--- src/rtl/clock_timekeeper_if.sv ---
// Button/tick inputs and BCD time-of-day outputs of the timekeeper.
interface clock_timekeeper_if;
    logic       sec_tick;
    logic       mode_btn;
    logic       inc_btn;
    logic [7:0] hours;
    logic [7:0] minutes;
    logic [7:0] seconds;
    logic [1:0] mode;
    logic       day_tick;

    // Master drives the pulses and observes the time; slave is the timekeeper.
    modport master (
        output sec_tick, mode_btn, inc_btn,
        input  hours, minutes, seconds, mode, day_tick
    );

    modport slave (
        input  sec_tick, mode_btn, inc_btn,
        output hours, minutes, seconds, mode, day_tick
    );
endinterface

--- src/rtl/clock_timekeeper.sv ---
// Time-of-day keeper: HH:MM:SS in packed BCD, advanced by the 1 Hz tick,
// with a RUN / SET_HOUR / SET_MIN mode machine driven by button pulses.
module clock_timekeeper #(
    parameter logic [7:0] INIT_HH = 8'h00,
    parameter logic [7:0] INIT_MM = 8'h00
) (
    input  logic               clk,
    input  logic               reset,
    clock_timekeeper_if.slave  bus
);

    typedef enum logic [1:0] {
        StRun     = 2'b00,
        StSetHour = 2'b01,
        StSetMin  = 2'b10
    } mode_e;

    mode_e      state_q, state_d;
    logic [7:0] hours_q, hours_d;
    logic [7:0] minutes_q, minutes_d;
    logic [7:0] seconds_q, seconds_d;
    logic       day_tick_q, day_tick_d;

    // Packed-BCD increment with 59 -> 00 wrap.
    function automatic logic [7:0] bcd_inc_60(input logic [7:0] v);
        if (v == 8'h59) begin
            return 8'h00;
        end else if (v[3:0] == 4'd9) begin
            return {v[7:4] + 4'd1, 4'd0};
        end else begin
            return {v[7:4], v[3:0] + 4'd1};
        end
    endfunction

    // Packed-BCD increment with 23 -> 00 wrap; the whole field is compared so
    // that 19 -> 20 carries normally and only 23 wraps.
    function automatic logic [7:0] bcd_inc_24(input logic [7:0] v);
        if (v == 8'h23) begin
            return 8'h00;
        end else if (v[3:0] == 4'd9) begin
            return {v[7:4] + 4'd1, 4'd0};
        end else begin
            return {v[7:4], v[3:0] + 4'd1};
        end
    endfunction

    // State register for the mode machine.
    always_ff @(posedge clk) begin
        if (reset) begin
            state_q <= StRun;
        end else begin
            state_q <= state_d;
        end
    end

    // Mode machine next state: each mode_btn pulse advances one step.
    always_comb begin
        state_d = state_q;
        if (bus.mode_btn) begin
            unique case (state_q)
                StRun:     state_d = StSetHour;
                StSetHour: state_d = StSetMin;
                StSetMin:  state_d = StRun;
                default:   state_d = StRun;
            endcase
        end
    end

    // Time field next state; set modes freeze the tick, mode_btn beats inc_btn.
    always_comb begin
        hours_d    = hours_q;
        minutes_d  = minutes_q;
        seconds_d  = seconds_q;
        day_tick_d = 1'b0;
        unique case (state_q)
            StRun: begin
                // The tick still applies on the edge that leaves RUN.
                if (bus.sec_tick) begin
                    seconds_d = bcd_inc_60(seconds_q);
                    if (seconds_q == 8'h59) begin
                        minutes_d = bcd_inc_60(minutes_q);
                        if (minutes_q == 8'h59) begin
                            hours_d = bcd_inc_24(hours_q);
                            if (hours_q == 8'h23) begin
                                day_tick_d = 1'b1;
                            end
                        end
                    end
                end
            end
            StSetHour: begin
                if (!bus.mode_btn && bus.inc_btn) begin
                    hours_d = bcd_inc_24(hours_q);
                end
            end
            StSetMin: begin
                if (bus.mode_btn) begin
                    seconds_d = 8'h00;
                end else if (bus.inc_btn) begin
                    minutes_d = bcd_inc_60(minutes_q);
                end
            end
            default: begin
                hours_d = hours_q;
            end
        endcase
    end

    // Time field registers; reset discards any partial set.
    always_ff @(posedge clk) begin
        if (reset) begin
            hours_q    <= INIT_HH;
            minutes_q  <= INIT_MM;
            seconds_q  <= 8'h00;
            day_tick_q <= 1'b0;
        end else begin
            hours_q    <= hours_d;
            minutes_q  <= minutes_d;
            seconds_q  <= seconds_d;
            day_tick_q <= day_tick_d;
        end
    end

    // Outputs come straight from registers.
    always_comb begin
        bus.hours    = hours_q;
        bus.minutes  = minutes_q;
        bus.seconds  = seconds_q;
        bus.mode     = state_q;
        bus.day_tick = day_tick_q;
    end

endmodule

--- src/flat_wrapper.sv ---
// flat-port wrapper written by rule: the top's interface ports become plain ports
module clock_timekeeper_flat 
#(
    parameter logic [7:0] INIT_HH = 8'h00,
    parameter logic [7:0] INIT_MM = 8'h00
)
  (clk, reset, bus_sec_tick, bus_mode_btn, bus_inc_btn, bus_hours, bus_minutes, bus_seconds, bus_mode, bus_day_tick);
  clock_timekeeper_if bus_i ();
  input  logic clk;
  input  logic reset;
  input wire logic [$bits(bus_i.sec_tick)-1:0] bus_sec_tick;
  input wire logic [$bits(bus_i.mode_btn)-1:0] bus_mode_btn;
  input wire logic [$bits(bus_i.inc_btn)-1:0] bus_inc_btn;
  output wire logic [$bits(bus_i.hours)-1:0] bus_hours;
  output wire logic [$bits(bus_i.minutes)-1:0] bus_minutes;
  output wire logic [$bits(bus_i.seconds)-1:0] bus_seconds;
  output wire logic [$bits(bus_i.mode)-1:0] bus_mode;
  output wire logic [$bits(bus_i.day_tick)-1:0] bus_day_tick;
  assign bus_i.sec_tick = bus_sec_tick;
  assign bus_i.mode_btn = bus_mode_btn;
  assign bus_i.inc_btn = bus_inc_btn;
  assign bus_hours = bus_i.hours;
  assign bus_minutes = bus_i.minutes;
  assign bus_seconds = bus_i.seconds;
  assign bus_mode = bus_i.mode;
  assign bus_day_tick = bus_i.day_tick;
  clock_timekeeper #(.INIT_HH(INIT_HH), .INIT_MM(INIT_MM)) u_core (.clk(clk), .reset(reset), .bus(bus_i));
endmodule
--- config.mk ---
export PLATFORM = sky130hd
export DESIGN_NAME = clock_timekeeper_flat
export DESIGN_NICKNAME = d
export VERILOG_FILES = /design/src/rtl/clock_timekeeper_if.sv /design/src/rtl/clock_timekeeper.sv /design/src/flat_wrapper.sv
export SDC_FILE = /design/constraint.sdc
export NUM_CORES = 1
export LEC_CHECK = 0
export CELL_PAD_IN_SITES_DETAIL_PLACEMENT = 2
export CELL_PAD_IN_SITES_GLOBAL_PLACEMENT = 2
export CORE_MARGIN = 5
export CORE_UTILIZATION = 30
export DETAILED_ROUTE_END_ITERATION = 16
export PLACE_DENSITY = 0.9
export SLEW_MARGIN = 20
export SYNTH_ARGS = -nofsm -noshare
export SYNTH_HDL_FRONTEND = slang
export SYNTH_SLANG_ARGS = --single-unit
export TNS_END_PERCENT = 30
--- constraint.sdc ---
create_clock -name clk -period 2.3 [get_ports clk]
set_clock_uncertainty 0.15 [all_clocks]
set_input_delay 0.23 -clock clk [delete_from_list [all_inputs] [get_ports clk]]
set_output_delay 0.23 -clock clk [all_outputs]
set_load 0.02 [all_outputs]
==> flow_summary.toml <==
[placed_design]
place_area_um2 = 2040
gp_congestion = 0.755
place_inst = 293
dp_hpwl_um = 4190
place_ws_ns = 0.0531
portBuffers = 31

[setup_path]
cp_max_fo = 14
slowest_delay_ns = 0.55
crit_slowest_cell = "or4_1"
crit_type = "register to register"
path_cells = "ha_1, nand3b_4, o31a_1, or4_1, a21oi_1"
arrival_ns = 2.21
start_kind = "register"
worstPathRequired_ns = 2.36
end_kind = "register"

[synth]
seq_area_frac_synth = 0.347
synth_common_cells = "dfxtp_1, nor2_1, a21oi_1, ha_1, inv_1"
yosysWarnings = 0
ys_seq_elements = 27
synthesis.area_um2 = 1560
yosys.area.top_type = "dfxtp_1"
synth-async-reset-ratio = 0
synthTopCellsByArea = "dfxtp_1, ha_1, a21oi_1"
ys.flop_type = "dfxtp_1"
ys_types = 43
synth_nets = 200
synthCells = 183
yosysMostFrequentCell = "dfxtp_1"
synth_top_area_frac = 0.347
syn_area_per_cell_um2 = 8.52
synth-edff-count = 0

[route]
first_iter_violations = 51
drc_errors = 0
wl_um = 5490
dr.pass1.iters = 4
wl_per_cell_um = 18.5
ant_nets = 0
via_per_inst = 5.44
vias = 1616

[sta]
max_freq_mhz = 465
relSlewSlack = 0.652
fin_crit_ns = 2.15
rsz0062_at_grt = "false"
worst_pin_slew_ns = 0.518
maxSlewViolCount = 0
fin_ws_ns = 0.149
fin_hold_ws_ns = 0.359
finalHoldViolCount = 0
finalCritPeriodShare = 0.935
final.setup.tns_ns = 0
setup_viol = 0

[floorplanning]
coreArea_um2 = 5070
start_util = 0.307
row_count = 26
die_area_um2 = 6740
die_x_um = 82.1
die_h_um = 82.1
io_pins = 32

[min_path]
min_path_type = "register to register"

[clock_network]
cts_sinks = 27
clockBufferDepth = 2
cts_buffers = 3
clk_latency_ns = 0.27
path_clk_slew_ns = 0.09
htree_levels = 1
cts_tree = "built"
clock-root-buffer = "clkbuf_8"

[finish]
area_growth_pct = 34.3
post-route-cell-area_um2 = 2090
fin_cells = 297
drive_gt1_frac = 0.106
final_net_count = 245
diodes = 0
utilization = 0.412

[global_route]
grt_antenna_before_repair = 0
grt_pass1_vias = 1757
track_usage = 0.179
overflow = 0
grt_pass1_wl_um = 9200
grt_max_degree = 18

[status]
status = "finished clean"

[job]
cap_violations = 0

[pwr]
ir_drop_uv = 191
power_leakage_nw = 0.754
p_per_area_nw_per_um2 = 427
p_total_uw = 893
## what timing repair did
action | in CTS | in global routing
endpoints found under the setup margin | 0 | 2
resized for setup | 0 | 1
buffers inserted | 0 | 0
hold buffers | 0 | 0
## flip-flops by register name, summed over array words and instances (netlist names)
signal and count:
u_core.bus.day_tick 1, u_core.bus.minutes 8, u_core.bus.hours 8, u_core.bus.mode 2, u_core.bus.seconds 8
## cells in the final DEF, fill, tap and decap left out, types with 2 or more instances in the layout
master / n
nor4bb_1: 2
ha_1: 12
nand3_1: 10
o311ai_0: 2
nor2_1: 15
nand3b_1: 6
and3b_1: 3
o22ai_1: 2
a211oi_1: 2
nand2_1: 5
xnor2_1: 2
nand4_1: 4
a21oi_1: 13
inv_1: 12
nand2b_1: 5
dfxtp_1: 27
o31ai_1: 3
a21boi_0: 2
or4_1: 6
nand4b_1: 4
o21ai_0: 10
a31oi_1: 4
nor3_1: 7
clkdlybuf4s50_1: 31
buf_4: 16
clkbuf_8: 3
## power breakdown
group	switching [mW]	internal (mW)	total [mW]
Combinational	0.0730	0.0549	0.128
Sequential	0.0148	0.475	0.490
Clock	0.151	0.124	0.275
## layer usage
| metal | vias up | wire (um) | global-route usage |
|---|---|---|---|
| met1 | 809 | 2470 | 0.220 |
| met5 | - | 0 | 0 |
| met4 | 0 | 62 | 0.0498 |
| met2 | 30 | 2820 | 0.317 |
| li1 | 771 | - | - |
| met3 | 6 | 143 | 0.0318 |
## logic make-up after synthesis
logic type / count (synthesis) / share of synthesized area
XOR/XNOR: 2 / 0.0112
AO/OA/AOI/OAI: 47 / 0.192
multiplexers: 1 / 0.00642
adder cells (fa/ha/maj): 12 / 0.0963
flip-flops: 27 / 0.347
buffers and inverters: 19 / 0.0514
AND/OR/NAND/NOR: 75 / 0.296
## critical path: cells and delay by family (launching register included)
| kind | cells | cell delay, ns |
|---|---|---|
| AOI/OAI and AO/OA | 2 | 0.58 |
| adders and majority gates | 1 | 0.24 |
| DFF | 1 | 0.48 |
| and+or+nand+nor | 2 | 0.64 |
## cell type report
cell class	instances	area, um^2
fillers	586	2980
well taps	70	87.6
flip-flops and latches	27	541
inverters	12	45.0
repair buffers	47	430
multi-input cells	137	945
clock buffers	4	45.0
## final timing paths
kind / from / end / slack, ns / cells past startpoint
worst max register to register: u_core.bus.seconds[0] / u_core.bus.minutes[5] / 0.15 / 5
worst min register to register: u_core.bus.minutes[7] / u_core.bus.minutes[7] / 0.36 / 2
worst max-delay path: u_core.bus.seconds[0] / u_core.bus.minutes[5] / 0.15 / 5
worst min-delay path: u_core.bus.minutes[7] / u_core.bus.minutes[7] / 0.36 / 2
(Power assumes the default switching activity.)
